**src/rtl/muldiv_pkg.sv**
```systemverilog
// Shared definitions for the multiply/divide unit: op encoding, FSM states and
// the record latched when an operation is accepted.
package muldiv_pkg;

  localparam logic [1:0] OpMult  = 2'd0;
  localparam logic [1:0] OpMultu = 2'd1;
  localparam logic [1:0] OpDiv   = 2'd2;
  localparam logic [1:0] OpDivu  = 2'd3;

  typedef enum logic [1:0] {
    StIdle,
    StRun,
    StFix,
    StDone
  } state_e;

  // Per-operation control captured at acceptance.
  // fault: divide by zero, or a divide request when no divider is built.
  typedef struct packed {
    logic is_div;
    logic neg1;
    logic neg2;
    logic fault;
  } op_rec_t;

  // Signed ops work on magnitudes and get their sign restored afterwards.
  function automatic logic op_is_signed(input logic [1:0] op);
    logic s;
    s = 1'b0;
    unique case (op)
      OpMult, OpDiv:   s = 1'b1;
      OpMultu, OpDivu: s = 1'b0;
      default:         s = 1'b0;
    endcase
    return s;
  endfunction

  function automatic logic op_is_div(input logic [1:0] op);
    return (op == OpDiv) || (op == OpDivu);
  endfunction

endpackage

```
**src/rtl/muldiv_step.sv**
```systemverilog
// One radix-2 iteration: shift-add for multiply, restoring shift-subtract for
// divide. The divide path exists only when MULDIV_DIV_EN is defined.
//
// Multiply: {hi,lo} holds partial product in hi and remaining multiplier in lo.
// Divide:   hi holds the partial remainder, lo shifts dividend out / quotient in.
module muldiv_step #(
  parameter int unsigned WIDTH = 32
) (
`ifdef MULDIV_DIV_EN
  input  logic             is_div_i,
`endif
  input  logic [WIDTH-1:0] hi_i,
  input  logic [WIDTH-1:0] lo_i,
  input  logic [WIDTH-1:0] b_i,
  output logic [WIDTH-1:0] hi_o,
  output logic [WIDTH-1:0] lo_o
);

  logic [WIDTH:0] sum;
`ifdef MULDIV_DIV_EN
  logic [WIDTH:0]   rem_sh;
  logic [WIDTH-1:0] diff;
  logic             ge;
`endif

  // Combinational single-step datapath.
  always_comb begin
    sum  = {1'b0, hi_i} + (lo_i[0] ? {1'b0, b_i} : '0);
    hi_o = sum[WIDTH:1];
    lo_o = {sum[0], lo_i[WIDTH-1:1]};
`ifdef MULDIV_DIV_EN
    rem_sh = {hi_i, lo_i[WIDTH-1]};
    ge     = rem_sh >= {1'b0, b_i};
    // When ge holds the true difference is below b_i, so modulo-2^WIDTH is exact.
    diff   = rem_sh[WIDTH-1:0] - b_i;
    if (is_div_i) begin
      hi_o = ge ? diff : rem_sh[WIDTH-1:0];
      lo_o = {lo_i[WIDTH-2:0], ge};
    end
`endif
  end

endmodule

```
**src/rtl/muldiv_unit.sv**
```systemverilog
// Iterative multiply/divide unit (MULT, MULTU, DIV, DIVU), one bit per cycle.
// Define MULDIV_DIV_EN to build the divider; without it DIV/DIVU complete one
// cycle after acceptance with err set and hi/lo untouched.
module muldiv_unit
  import muldiv_pkg::*;
#(
  parameter int unsigned WIDTH      = 32,
  parameter int unsigned FWD_CANCEL = 1
) (
  input  logic             clk,
  input  logic             resetn,
  input  logic             start,
  input  logic [1:0]       op,
  input  logic [WIDTH-1:0] src1,
  input  logic [WIDTH-1:0] src2,
  input  logic             cancel,
  output logic             busy,
  output logic             done,
  output logic             err,
  output logic [WIDTH-1:0] hi,
  output logic [WIDTH-1:0] lo
);

  localparam int unsigned    CntW     = $clog2(WIDTH);
  localparam logic [CntW-1:0] LastIter = CntW'(WIDTH - 1);

  state_e           state_q;
  op_rec_t          rec_q;
  logic [WIDTH-1:0] hi_acc_q, lo_acc_q, b_q;
  logic [CntW-1:0]  cnt_q;
  logic             busy_q, done_q, err_q;
  logic [WIDTH-1:0] hi_q, lo_q;

  logic             accept, is_div_op, start_fault, neg1, neg2;
  logic [WIDTH-1:0] mag1, mag2;
  logic [WIDTH-1:0] step_hi, step_lo;
  logic [WIDTH-1:0] fix_hi, fix_lo;
  logic [2*WIDTH-1:0] prod_neg;

  // Acceptance qualification and operand magnitudes.
  always_comb begin
    accept    = (state_q == StIdle) && start && !(cancel && (FWD_CANCEL != 0));
    is_div_op = op_is_div(op);
    neg1      = op_is_signed(op) && src1[WIDTH-1];
    neg2      = op_is_signed(op) && src2[WIDTH-1];
    mag1      = neg1 ? ('0 - src1) : src1;
    mag2      = neg2 ? ('0 - src2) : src2;
`ifdef MULDIV_DIV_EN
    start_fault = is_div_op && (src2 == '0);
`else
    start_fault = is_div_op;
`endif
  end

  muldiv_step #(
    .WIDTH (WIDTH)
  ) u_step (
`ifdef MULDIV_DIV_EN
    .is_div_i (rec_q.is_div),
`endif
    .hi_i     (hi_acc_q),
    .lo_i     (lo_acc_q),
    .b_i      (b_q),
    .hi_o     (step_hi),
    .lo_o     (step_lo)
  );

  // Sign correction of the magnitude result, applied in FIX.
  always_comb begin
    prod_neg = '0 - {hi_acc_q, lo_acc_q};
    fix_hi   = hi_acc_q;
    fix_lo   = lo_acc_q;
    if (!rec_q.is_div) begin
      if (rec_q.neg1 ^ rec_q.neg2) {fix_hi, fix_lo} = prod_neg;
    end
`ifdef MULDIV_DIV_EN
    else begin
      // Quotient takes the xor of operand signs, remainder the dividend sign.
      // Most-negative / -1 yields quotient magnitude 2^(WIDTH-1) unnegated,
      // which already reads as the most-negative value.
      if (rec_q.neg1 ^ rec_q.neg2) fix_lo = '0 - lo_acc_q;
      if (rec_q.neg1)              fix_hi = '0 - hi_acc_q;
    end
`endif
  end

  // Control FSM with registered busy/done/err/hi/lo.
  always_ff @(posedge clk or negedge resetn) begin
    if (!resetn) begin
      state_q  <= StIdle;
      rec_q    <= '0;
      hi_acc_q <= '0;
      lo_acc_q <= '0;
      b_q      <= '0;
      cnt_q    <= '0;
      busy_q   <= 1'b0;
      done_q   <= 1'b0;
      err_q    <= 1'b0;
      hi_q     <= '0;
      lo_q     <= '0;
    end else begin
      done_q <= 1'b0;
      err_q  <= 1'b0;
      unique case (state_q)
        StIdle: begin
          if (accept) begin
            rec_q    <= '{is_div: is_div_op, neg1: neg1, neg2: neg2, fault: start_fault};
            b_q      <= mag2;
            cnt_q    <= '0;
`ifdef MULDIV_DIV_EN
            // Divide by zero bypasses RUN; FIX passes these values through.
            hi_acc_q <= start_fault ? src1 : '0;
            lo_acc_q <= start_fault ? '1 : mag1;
            state_q  <= start_fault ? StFix : StRun;
            busy_q   <= 1'b1;
`else
            hi_acc_q <= '0;
            lo_acc_q <= mag1;
            state_q  <= start_fault ? StDone : StRun;
            busy_q   <= !start_fault;
`endif
          end
        end
        StRun: begin
          if (cancel) begin
            state_q <= StIdle;
            busy_q  <= 1'b0;
          end else begin
            hi_acc_q <= step_hi;
            lo_acc_q <= step_lo;
            cnt_q    <= cnt_q + CntW'(1);
            if (cnt_q == LastIter) state_q <= StFix;
          end
        end
        StFix: begin
          busy_q <= 1'b0;
          if (cancel) begin
            state_q <= StIdle;
          end else begin
            if (!rec_q.fault) begin
              hi_acc_q <= fix_hi;
              lo_acc_q <= fix_lo;
            end
            state_q <= StDone;
          end
        end
        StDone: begin
          state_q <= StIdle;
          done_q  <= 1'b1;
          err_q   <= rec_q.fault;
`ifdef MULDIV_DIV_EN
          hi_q    <= hi_acc_q;
          lo_q    <= lo_acc_q;
`else
          // Unsupported divide leaves the visible result untouched.
          if (!rec_q.fault) begin
            hi_q <= hi_acc_q;
            lo_q <= lo_acc_q;
          end
`endif
        end
        default: begin
          state_q <= StIdle;
          busy_q  <= 1'b0;
        end
      endcase
    end
  end

  assign busy = busy_q;
  assign done = done_q;
  assign err  = err_q;
  assign hi   = hi_q;
  assign lo   = lo_q;

endmodule

```
**config.mk**
```make
export PLATFORM = sky130hd
export DESIGN_NAME = muldiv_unit
export DESIGN_NICKNAME = d
export VERILOG_FILES = /design/src/rtl/muldiv_pkg.sv /design/src/rtl/muldiv_step.sv /design/src/rtl/muldiv_unit.sv
export SDC_FILE = /design/constraint.sdc
export NUM_CORES = 1
export LEC_CHECK = 0
export CAP_MARGIN = 5
export CORE_MARGIN = 3
export CORE_UTILIZATION = 34
export DETAILED_ROUTE_END_ITERATION = 16
export GPL_ROUTABILITY_DRIVEN = 0
export PLACE_DENSITY = 0.51
export SYNTH_ARGS = -nofsm -noshare
export SYNTH_HDL_FRONTEND = slang
export SYNTH_SLANG_ARGS = --single-unit
```
**constraint.sdc**
```tcl
create_clock -name clk -period 6.93 [get_ports clk]
set_clock_uncertainty 0.2 [all_clocks]
set_input_delay 1.0395 -clock clk [delete_from_list [all_inputs] [get_ports clk]]
set_output_delay 1.0395 -clock clk [all_outputs]
set_load 0.005 [all_outputs]
```
==> results.md <==
* DIE AREA at between 30,000 and 40,000 µm²
* Mapped Cells at about 1,300
* Seq/Total Area, Yosys at 0.369
* Clk slew on worst S/H paths at ~80 ps
* Pwr/cell area at 421 nW/µm²
* Clk Latency, worst-skew pair at roughly 440 ps
* Worst-margin pin slew at approximately 1100 ps
* Final period utilization at 0.614
* Std-Cell Core Area at ~34,000 µm²
* Syn-to-layout area delta at 19.6%
* Crit Path Class: reg -> reg
* Top Ports at around 140
* Setup crit start kind: flip-flop
* Peak Freq at about 240 MHz
* Drt drc at 0
* Peak supply drop at approximately 0.2 mV
* Final hold vios at 0
* Sink Count at ~170
* WL/cell at about 19 µm
* Syn Area/Cell at 8.73 µm²
* Largest net degree at the start of global routing at 81
* First-pass GRT wire length at between 50,000 and 60,000 µm
* Total wire length at roughly 35,000 µm
* CP Data Required Time at 7100 ps
* Worst hold path class: reg -> reg
* Final setup fails at 0
* Netlist cell types at 74
* Top FF cell, synth: dfrtp_1
* Post-cts sizing count at 0
* Hold Startpoint: b_q[10]
* DRT Pass-1 Iters at 7
* #FFs+latches synth at between 150 and 200
* M1 wire length at ~18,000 µm
* Chip width at around 190 µm
* Crit Path Max Fanout at 35
* Overflow after GRT at 0
* TNS Setup at 0 ps
* CP Data Arrival Time at ~4400 ps
* Vias in the first global route at between 9,000 and 10,000
* FF-to-FF Start: lo_acc_q[0]
* CTS tree: done
* Final Critical Period at 4250 ps
* Worst setup EP type: flip-flop
* DR top layer: met5
* Inserted Diodes at 0
* Routed via count at approximately 10,000
* Post-synth design cell area at 11,700 µm²
* Total Power at a little under 6 mW
* Std-Cell Rows at 67
* Slew headroom at 0.240
* Initial Util at 0.347
* CTS Buf Count at 17
* Quantity of I/O buffers inserted on ports at ~140
* Vias per cell at 5.42
* Post-Syn Nets at ~1,500
* CP startpoint: lo_acc_q[0]
* Setup Buffers After CTS at 0
* Initial antenna violation count at 1
* Final-report max-slew violation count at 0
* Post-synth EDFFs at 0
* Clock buffer depth at 2
* Outcome: finished clean
* CTS Hold Bufs at 0
* Hpwl dp at approximately 26,000 µm
* Synth warn at 0
* Total Nets Final at ~1,500
* Global Route Usage Sum at 0.194
* RSZ-0062 raised after global routing: no
* Leakage dissipation at 5.95 nW
* ANT nets after route at 0
* Clock Tree Root: clkbuf_16
* Wire length on met3 at 1710 µm
* Asr flop ratio synth at 1.00
* Met2 wire length at 14,900 µm
* Max Cap Viol at 0
* Die Height at ~190 µm
* Number of DRC markers in iteration 0 at 633
* Share of layout cells above drive strength 1 at 0.0900
* H-tree depth at 4
## final timing paths
kind	end	slack [ps]	cells past startpoint
min in group asynchronous	lo[18]	450	1
hold reg to reg	b_q[10]	280	2
max in group asynchronous	b_q[28]	4870	2
hold / removal	b_q[10]	280	2
setup / recovery	hi_acc_q[29]	2680	12
setup reg to reg	hi_acc_q[29]	2680	12
## power by group
group          internal [mW]  total [mW]  leakage [nW]  switching, mW
Clock                  0.516       0.996         0.287          0.481
Sequential              1.46        1.93          2.20          0.477
Combinational           1.34        2.97          3.46           1.63
## synthesized netlist by cell type (26+ instances only)
master,count,area share
dfrtp_1,173,0.37
nand2_1,147,0.047
o21ai_0,142,0.061
a21oi_1,112,0.048
nor2_1,78,0.025
clkbuf_1,65,0.021
mux2_2,65,0.062
xnor2_1,54,0.040
xor2_1,48,0.036
nor3_1,46,0.020
ha_1,42,0.045
and2_1,41,0.022
inv_1,30,0.0096
a21o_1,26,0.017
## worst max-delay path, cell delays in order, from the launching register on
cell,delay (ps)
dfrtp_1,900
and2_1,230
ha_1,180
inv_1,60
fa_1,400
nor2b_1,170
o2111ai_1,150
a2111oi_0,850
o2111ai_1,300
nand3_1,160
a21oi_1,130
o41a_1,380
nand2_1,70
## registers in the layout, summed over array words and instances, names as in the netlist
name      cells
busy          1
cnt_q         5
err           1
hi_acc_q     32
rec_q         3
b_q          32
lo           32
hi           32
lo_acc_q     32
state_q       2
done          1
## metal layers
layer / global-route usage / up-vias
met5: 0 / -
met4: 0.0384 / 2
met3: 0.0292 / 19
met2: 0.287 / 270
met1: 0.299 / 4870
li1: - / 5100
## kinds of logic after synthesis
kind of cell    synth area share
simple gates               0.192
mux                       0.0646
compound gates             0.217
buf+inv                   0.0341
fa+ha+maj                 0.0466
flops                      0.369
xor+xnor                  0.0762
## cells in the final DEF, fill, tap and decap left out, types with 42 or more instances in the layout
cell,synthesis,routed
a21oi_1,112,112
nand2_1,147,146
ha_1,42,42
mux2_2,65,65
clkdlybuf4s50_1,0,135
nor3_1,46,46
o21ai_0,142,142
nor2_1,78,77
xor2_1,48,48
xnor2_1,54,54
dfrtp_1,173,173
## per-stage QoR
| stage | hold slack [ps] | cells | setup slack [ps] | util | cell area [µm²] |
|---|---|---|---|---|---|
| after floorplan | 242 | 1343 | 3550 | - | 11700 |
| after global placement | 254 | 1860 | 2580 | 0.397 | 13400 |
| after detailed placement | 264 | 1860 | 2550 | 0.397 | 13400 |
| after CTS | 282 | 1892 | 2590 | 0.415 | 14000 |
| after global routing | 296 | 1892 | 2290 | 0.415 | 14000 |
| final | 276 | 1892 | 2680 | 0.415 | 14000 |
## cell type report
class / count / area (µm²)
Sequential cell: 173 / 4330
Timing Repair Buffer: 144 / 1420
Inverter: 30 / 113
Multi-Input combinational cell: 1065 / 7000
Fill cell: 3384 / 19800
Clock inverter: 15 / 166
Tap cell: 448 / 561
Clock buffer: 17 / 425
Note: power is estimated with default switching activity, not from simulation.
